[config.mk]
export PLATFORM = sky130hd
export DESIGN_NAME = mips_mem_bridge_flat
export DESIGN_NICKNAME = d
export VERILOG_FILES = /design/src/rtl/mips_mem_bridge_if.sv /design/src/rtl/mips_mem_bridge.sv /design/src/flat_wrapper.sv
export SDC_FILE = /design/constraint.sdc
export NUM_CORES = 1
export LEC_CHECK = 0
export CORE_UTILIZATION = 23
export CTS_BUF_LIST = sky130_fd_sc_hd__clkbuf_4 sky130_fd_sc_hd__clkbuf_8
export CTS_CLUSTER_SIZE = 20
export DETAILED_ROUTE_END_ITERATION = 6
export PLACE_DENSITY = 0.47
export RECOVER_POWER = 100
export SYNTH_ARGS = -nofsm -noshare
export SYNTH_HDL_FRONTEND = slang
export SYNTH_SLANG_ARGS = --single-unit
[constraint.sdc]
create_clock -name cclk -period 2.3 [get_ports cclk]
set_clock_uncertainty 0.05 [all_clocks]
set_input_delay 0.46 -clock cclk [delete_from_list [all_inputs] [get_ports cclk]]
set_output_delay 0.46 -clock cclk [all_outputs]
set_load 0.05 [all_outputs]
[src/rtl/mips_mem_bridge_if.sv]
// Word-wide request/acknowledge memory bus between the bridge (master) and memory (slave).
interface mips_mem_bridge_if;
  logic        bus_req;
  logic        bus_we;
  logic [29:0] bus_addr;
  logic [31:0] bus_wdata;
  logic        bus_ack;
  logic [31:0] bus_rdata;

  modport master (
    output bus_req,
    output bus_we,
    output bus_addr,
    output bus_wdata,
    input  bus_ack,
    input  bus_rdata
  );

  modport slave (
    input  bus_req,
    input  bus_we,
    input  bus_addr,
    input  bus_wdata,
    output bus_ack,
    output bus_rdata
  );
endinterface

[src/rtl/mips_mem_bridge.sv]
// Bridges the multicycle MIPS shared memory port onto a req/ack bus: one transaction per
// held access, datapath stall while outstanding, sticky error on misalignment or timeout.
module mips_mem_bridge #(
  parameter int unsigned TIMEOUT  = 255,
  parameter logic [31:0] ERR_DATA = 32'h0000_0000
) (
  input  logic                     cclk,
  input  logic                     rstb,
  input  logic [31:0]              Adr,
  input  logic [31:0]              WriteData,
  input  logic                     MemRead,
  input  logic                     MemWrite,
  input  logic                     err_clr,
  output logic                     Stall,
  output logic [31:0]              ReadData,
  output logic                     BusErr,
  mips_mem_bridge_if.master        bus
);

  typedef enum logic [1:0] {StIdle, StBus, StDone} state_e;

  localparam logic [15:0] CntLimit = 16'(TIMEOUT - 1);

  state_e      state_q, state_d;
  logic [29:0] addr_q, addr_d;
  logic [1:0]  lo_q, lo_d;
  logic        we_q, we_d;
  logic [31:0] wdata_q, wdata_d;
  logic [15:0] cnt_q, cnt_d;
  logic [31:0] rdata_q, rdata_d;
  logic        err_q, err_d;
  logic        served_q, served_d;
  logic [31:0] srv_adr_q, srv_adr_d;
  logic        srv_we_q, srv_we_d;

  logic has_req, same_acc, req_go, err_set;

  always_comb begin
    state_d   = state_q;
    addr_d    = addr_q;
    lo_d      = lo_q;
    we_d      = we_q;
    wdata_d   = wdata_q;
    cnt_d     = cnt_q;
    rdata_d   = rdata_q;
    srv_adr_d = srv_adr_q;
    srv_we_d  = srv_we_q;
    err_set   = 1'b0;
    Stall     = 1'b0;

    has_req  = MemRead | MemWrite;
    same_acc = (Adr == srv_adr_q) && (MemWrite == srv_we_q);
    // A level-held strobe for an access already served must not re-issue it.
    req_go   = has_req && !(served_q && same_acc);
    served_d = served_q && has_req && same_acc;

    case (state_q)
      StIdle: begin
        if (req_go) begin
          Stall   = 1'b1;
          addr_d  = Adr[31:2];
          lo_d    = Adr[1:0];
          we_d    = MemWrite;
          wdata_d = WriteData;
          cnt_d   = '0;
          if (Adr[1:0] != 2'b00) begin
            err_set = 1'b1;
            if (!MemWrite) rdata_d = ERR_DATA;
            state_d = StDone;
          end else begin
            state_d = StBus;
          end
        end
      end
      StBus: begin
        Stall = 1'b1;
        if (bus.bus_ack) begin
          if (!we_q) rdata_d = bus.bus_rdata;
          state_d = StDone;
        end else if (cnt_q == CntLimit) begin
          err_set = 1'b1;
          if (!we_q) rdata_d = ERR_DATA;
          state_d = StDone;
        end else begin
          cnt_d = cnt_q + 16'd1;
        end
      end
      StDone: begin
        served_d  = 1'b1;
        srv_adr_d = {addr_q, lo_q};
        srv_we_d  = we_q;
        state_d   = StIdle;
      end
      default: state_d = StIdle;
    endcase

    err_d = err_clr ? 1'b0 : err_q;
    if (err_set) err_d = 1'b1;
  end

  always_ff @(posedge cclk or negedge rstb) begin
    if (!rstb) begin
      state_q   <= StIdle;
      addr_q    <= '0;
      lo_q      <= '0;
      we_q      <= 1'b0;
      wdata_q   <= '0;
      cnt_q     <= '0;
      rdata_q   <= '0;
      err_q     <= 1'b0;
      served_q  <= 1'b0;
      srv_adr_q <= '0;
      srv_we_q  <= 1'b0;
    end else begin
      state_q   <= state_d;
      addr_q    <= addr_d;
      lo_q      <= lo_d;
      we_q      <= we_d;
      wdata_q   <= wdata_d;
      cnt_q     <= cnt_d;
      rdata_q   <= rdata_d;
      err_q     <= err_d;
      served_q  <= served_d;
      srv_adr_q <= srv_adr_d;
      srv_we_q  <= srv_we_d;
    end
  end

  assign ReadData      = rdata_q;
  assign BusErr        = err_q;
  assign bus.bus_req   = (state_q == StBus);
  assign bus.bus_we    = we_q;
  assign bus.bus_addr  = addr_q;
  assign bus.bus_wdata = wdata_q;

endmodule
[src/flat_wrapper.sv]
// flat-port wrapper written by rule: the top's interface ports become plain ports
module mips_mem_bridge_flat 
#(
  parameter int unsigned TIMEOUT  = 255,
  parameter logic [31:0] ERR_DATA = 32'h0000_0000
)
  (cclk, rstb, Adr, WriteData, MemRead, MemWrite, err_clr, Stall, ReadData, BusErr, bus_bus_req, bus_bus_we, bus_bus_addr, bus_bus_wdata, bus_bus_ack, bus_bus_rdata);
  mips_mem_bridge_if bus_i ();
  input  logic cclk;
  input  logic rstb;
  input  logic [31:0] Adr;
  input  logic [31:0] WriteData;
  input  logic MemRead;
  input  logic MemWrite;
  input  logic err_clr;
  output logic Stall;
  output logic [31:0] ReadData;
  output logic BusErr;
  output wire logic [$bits(bus_i.bus_req)-1:0] bus_bus_req;
  output wire logic [$bits(bus_i.bus_we)-1:0] bus_bus_we;
  output wire logic [$bits(bus_i.bus_addr)-1:0] bus_bus_addr;
  output wire logic [$bits(bus_i.bus_wdata)-1:0] bus_bus_wdata;
  input wire logic [$bits(bus_i.bus_ack)-1:0] bus_bus_ack;
  input wire logic [$bits(bus_i.bus_rdata)-1:0] bus_bus_rdata;
  assign bus_bus_req = bus_i.bus_req;
  assign bus_bus_we = bus_i.bus_we;
  assign bus_bus_addr = bus_i.bus_addr;
  assign bus_bus_wdata = bus_i.bus_wdata;
  assign bus_i.bus_ack = bus_bus_ack;
  assign bus_i.bus_rdata = bus_bus_rdata;
  mips_mem_bridge #(.TIMEOUT(TIMEOUT), .ERR_DATA(ERR_DATA)) u_core (.cclk(cclk), .rstb(rstb), .Adr(Adr), .WriteData(WriteData), .MemRead(MemRead), .MemWrite(MemWrite), .err_clr(err_clr), .Stall(Stall), .ReadData(ReadData), .BusErr(BusErr), .bus(bus_i));
endmodule
==> results.sh <==
export IMPL_critical_path_max_stage_delay_ns=0.41
export IMPL_fmax_mhz=366
export IMPL_synth_seq_cells=150
export IMPL_nets=858
export IMPL_yosysSeqAreaShare_pct=58.7
export IMPL_clock_sinks=150
export IMPL_antenna_cells=0
export IMPL_detail_route_wl_per_cell_um=16.4
export IMPL_grt_remaining_overflow=0
export IMPL_initial_core_util_pct=23.6
export IMPL_utilization_pct=36.9
export IMPL_use_met2_pct=21.9
export IMPL_holdCritStartpoint="Adr[15]"
export IMPL_routed_via_count=4869
export IMPL_die_w_um=169
export IMPL_drive_gt1_share_pct=28.5
export IMPL_min_period_ns=2.73
export IMPL_holdWs_ns=0.281
export IMPL_wirelength_um=18700
export IMPL_required_ns=1.79
export IMPL_worst_r2r_cell_count=11
export IMPL_worstPathMaxFanout=2
export IMPL_post_place_ws_ns=-0.756
export IMPL_place_inst=1088
export IMPL_io_pins=200
export IMPL_grt_pass1_wl_um=29200
export IMPL_io_buffers=199
export IMPL_die_area_um2=28500
export IMPL_p_sw_mw=4.57
export IMPL_crit_family="simple AND/OR/NAND/NOR gates"
export IMPL_min_to="u_core.bus.bus_addr[13]$_DFFE_PN0P_"
export IMPL_violations="negative setup slack"
export IMPL_coreArea_um2=27100
export IMPL_rsz0062_at_grt="true"
export IMPL_r2r_end="u_core.ReadData[6]$_DFFE_PN0P_"
export IMPL_detail_route_vias_per_cell=4.28
export IMPL_clock_path_buffers=2
export IMPL_synth_nets=619
export IMPL_clkTransAtPathRegs_ns=0.09
export IMPL_cts_buffers=17
export IMPL_dp_hpwl_um=12300
export IMPL_stdcell_count=1138
export IMPL_status="complete, but fails checks"
export IMPL_setup_tns_ns=-20.71
export IMPL_gp_congestion=0.771
export IMPL_grt_met3_usage_pct=4.33
export IMPL_area_growth_pct=56.4
export IMPL_comb_power_share_pct=44.8
export IMPL_cp_end_kind="output port"
export IMPL_power_leakage_nw=4.14
export IMPL_worst_path_max_delay_cell="dfrtp_1"
export IMPL_maxSlewViolCount=0
export IMPL_dr_pass1_iters=4
export IMPL_cts_htree_levels=4
export IMPL_drc=0
export IMPL_use_met1_pct=16.9
export IMPL_p_int_mw=7.16
export IMPL_start_kind="flip-flop"
export IMPL_antenna_found_initial=1
export IMPL_worstSetupStartpoint="u_core.srv_we_q$_DFFE_PN0P_"
export IMPL_maxCapViolations=0
export IMPL_cts_root_buf="clkbuf_8"
export IMPL_fp_row_count=60
export IMPL_grt_usage_pct=13.4
export IMPL_period_share_pct=119
export IMPL_power_density_nw_per_um2=1170
export IMPL_insertion_delay_ns=0.45
export IMPL_finalSetupViolations=110
export IMPL_peakVddDrop_uv=654
export IMPL_syn_avg_cell_area_um2=12.4
export IMPL_tightest_slew_ns=1.06
export IMPL_path_cells="xnor2_2, nand4_1, nor4_4, nand4_2, a21oi_2, nor2_2, buf_6"
export IMPL_syn_area_um2=6390
export IMPL_r2r_setup_slack_ns=-0.31
export IMPL_hp_class="input pin to flip-flop"
export IMPL_seq_power_share_pct=33.9
export IMPL_cts_tree="yes"
export IMPL_drtIter0Drc=130
export IMPL_timing_rr_start="u_core.srv_we_q$_DFFE_PN0P_"
export IMPL_worstSetupPathType="flip-flop to output port"
export IMPL_gr_max_usage_layer="met2"
export IMPL_synth_distinct_cells=42
export IMPL_grt_max_degree=65
export IMPL_holdPathStages=2
export IMPL_critPathArrivalTime_ns=2.22
export IMPL_timing_final_ws_setup_ns=-0.432
export IMPL_p_clk_share_pct=21.2
export IMPL_worst_path_buf_inv=1
export IMPL_grt_pass1_vias=5145
export IMPL_switching_share_pct=39.0
export IMPL_relSlewSlack_pct=29.2
export IMPL_ant_nets=0
export IMPL_ys_warn_count=0
export IMPL_finalHoldViolations=0
export IMPL_synth_cells=515
export IMPL_die_h_um=169
==> through the flow <==
stage                     power (mW)  cell area (µm²)
after floorplan                 7.19             6390
after global placement          8.96             9020
after detailed placement        9.03             9020
after CTS                       11.9             9880
after global routing            12.3            10000
final                           11.7            10000
==> repair_timing <==
action / in CTS / in global routing
setup endpoints to repair: 114 / 117
hold buffers: 1 / 0
buffers inserted: 7 / 2
cloned: 10 / 1
resized for setup: 29 / 35
hold endpoints to repair: 35 / 0
pin swaps: 7 / 9
==> layout make-up <==
cell class / count / area [µm²]
flip-flops and latches: 150 / 3750
clock inverters: 11 / 223
clock buffers: 20 / 256
fillers: 2659 / 17100
multi-input cells: 338 / 2770
well taps: 372 / 465
repair buffers: 242 / 2510
inverters: 5 / 18.8
==> worst max path at each step <==
stage | end | slack [ns] | cells past startpoint
finish | Stall | -0.43 | 7
CTS | Stall | -0.46 | 8
detailed placement | Stall | -0.76 | 8
global route | Stall | -0.60 | 7
global placement | Stall | -0.82 | 8
floorplan | u_core.bus.bus_wdata[28]$_DFFE_PN0P_ | 0.12 | 7
==> layer usage <==
metal	vias to the layer above	wire, µm
met4	2	206
met1	2469	8220
met2	112	9070
met3	15	1170
li1	2271	-
met5	-	9
==> sequential cells by signal, summed over array words and instances, names as in the netlist <==
register	flops
u_core.BusErr	1
u_core.ReadData	32
u_core.bus.bus_addr	30
u_core.bus.bus_wdata	32
u_core.bus.bus_we	1
u_core.cnt_q	16
u_core.lo_q	2
u_core.served_q	1
u_core.srv_adr_q	32
u_core.srv_we_q	1
u_core.state_q	2
==> kinds of logic after synthesis <==
| kind of cell | after synthesis | share of synthesized area, % |
|---|---|---|
| simple gates | 143 | 10.4 |
| mux | 98 | 17.4 |
| buf+inv | 31 | 2.35 |
| xor+xnor | 46 | 6.30 |
| fa+ha+maj | 2 | 0.391 |
| flops | 150 | 58.7 |
| compound gates | 45 | 4.46 |
==> power by group through the flow <==
stage | Clock, mW | Combinational, mW | Sequential, mW
after floorplan | 0 | 1.59 | 5.60
after global placement | 0 | 4.96 | 4.00
after detailed placement | 0 | 4.99 | 4.04
after CTS | 2.58 | 5.35 | 3.99
after global routing | 2.69 | 5.52 | 4.11
final | 2.49 | 5.25 | 3.98
==> synth_stat cells, drive strengths merged <==
library cell	number	share of area, %
or2	1	0.098
o22ai	32	3.1
nor4	3	0.39
a32o	1	0.16
and3	2	0.27
inv	5	0.29
xnor2	35	4.8
mux2	97	17
mux2i	1	0.16
a2111oi	1	0.16
and4	2	0.27
nand2	75	4.4
xor2	11	1.5
a31oi	1	0.098
nand3	7	0.63
nor3b	1	0.12
and4b	1	0.16
nand2b	3	0.29
a21oi	3	0.23
ha	2	0.39
o21ai	4	0.31
nor2b	1	0.098
o31ai	1	0.12
o21bai	1	0.12
buf	13	1.3
nor2	28	1.6
nand4	12	1.3
clkbuf	13	0.76
or4	1	0.12
nor3	3	0.23
and2	1	0.098
o221ai	1	0.14
dfrtp	150	59
nor4bb	1	0.16
or3	1	0.098
==> placed cells by master (no fill, tap or decap), types with 6 or more instances in the layout <==
master           netlist  final
buf_4                  0     21
bufinv_16              0      6
clkbuf_8               0     17
clkdlybuf4s50_1        0    136
dfrtp_1              150    150
dlygate4sd3_1          0     52
mux2_2                94     94
nand2_1               75     74
nand3_1                6      6
nand4_1               11     11
nor2_1                28     22
nor2_2                 0      6
o22ai_1               32     10
o22ai_2                0     21
xnor2_1               35     33
xor2_1                11     11
No activity file was read; power rests on OpenSTA's default activity.
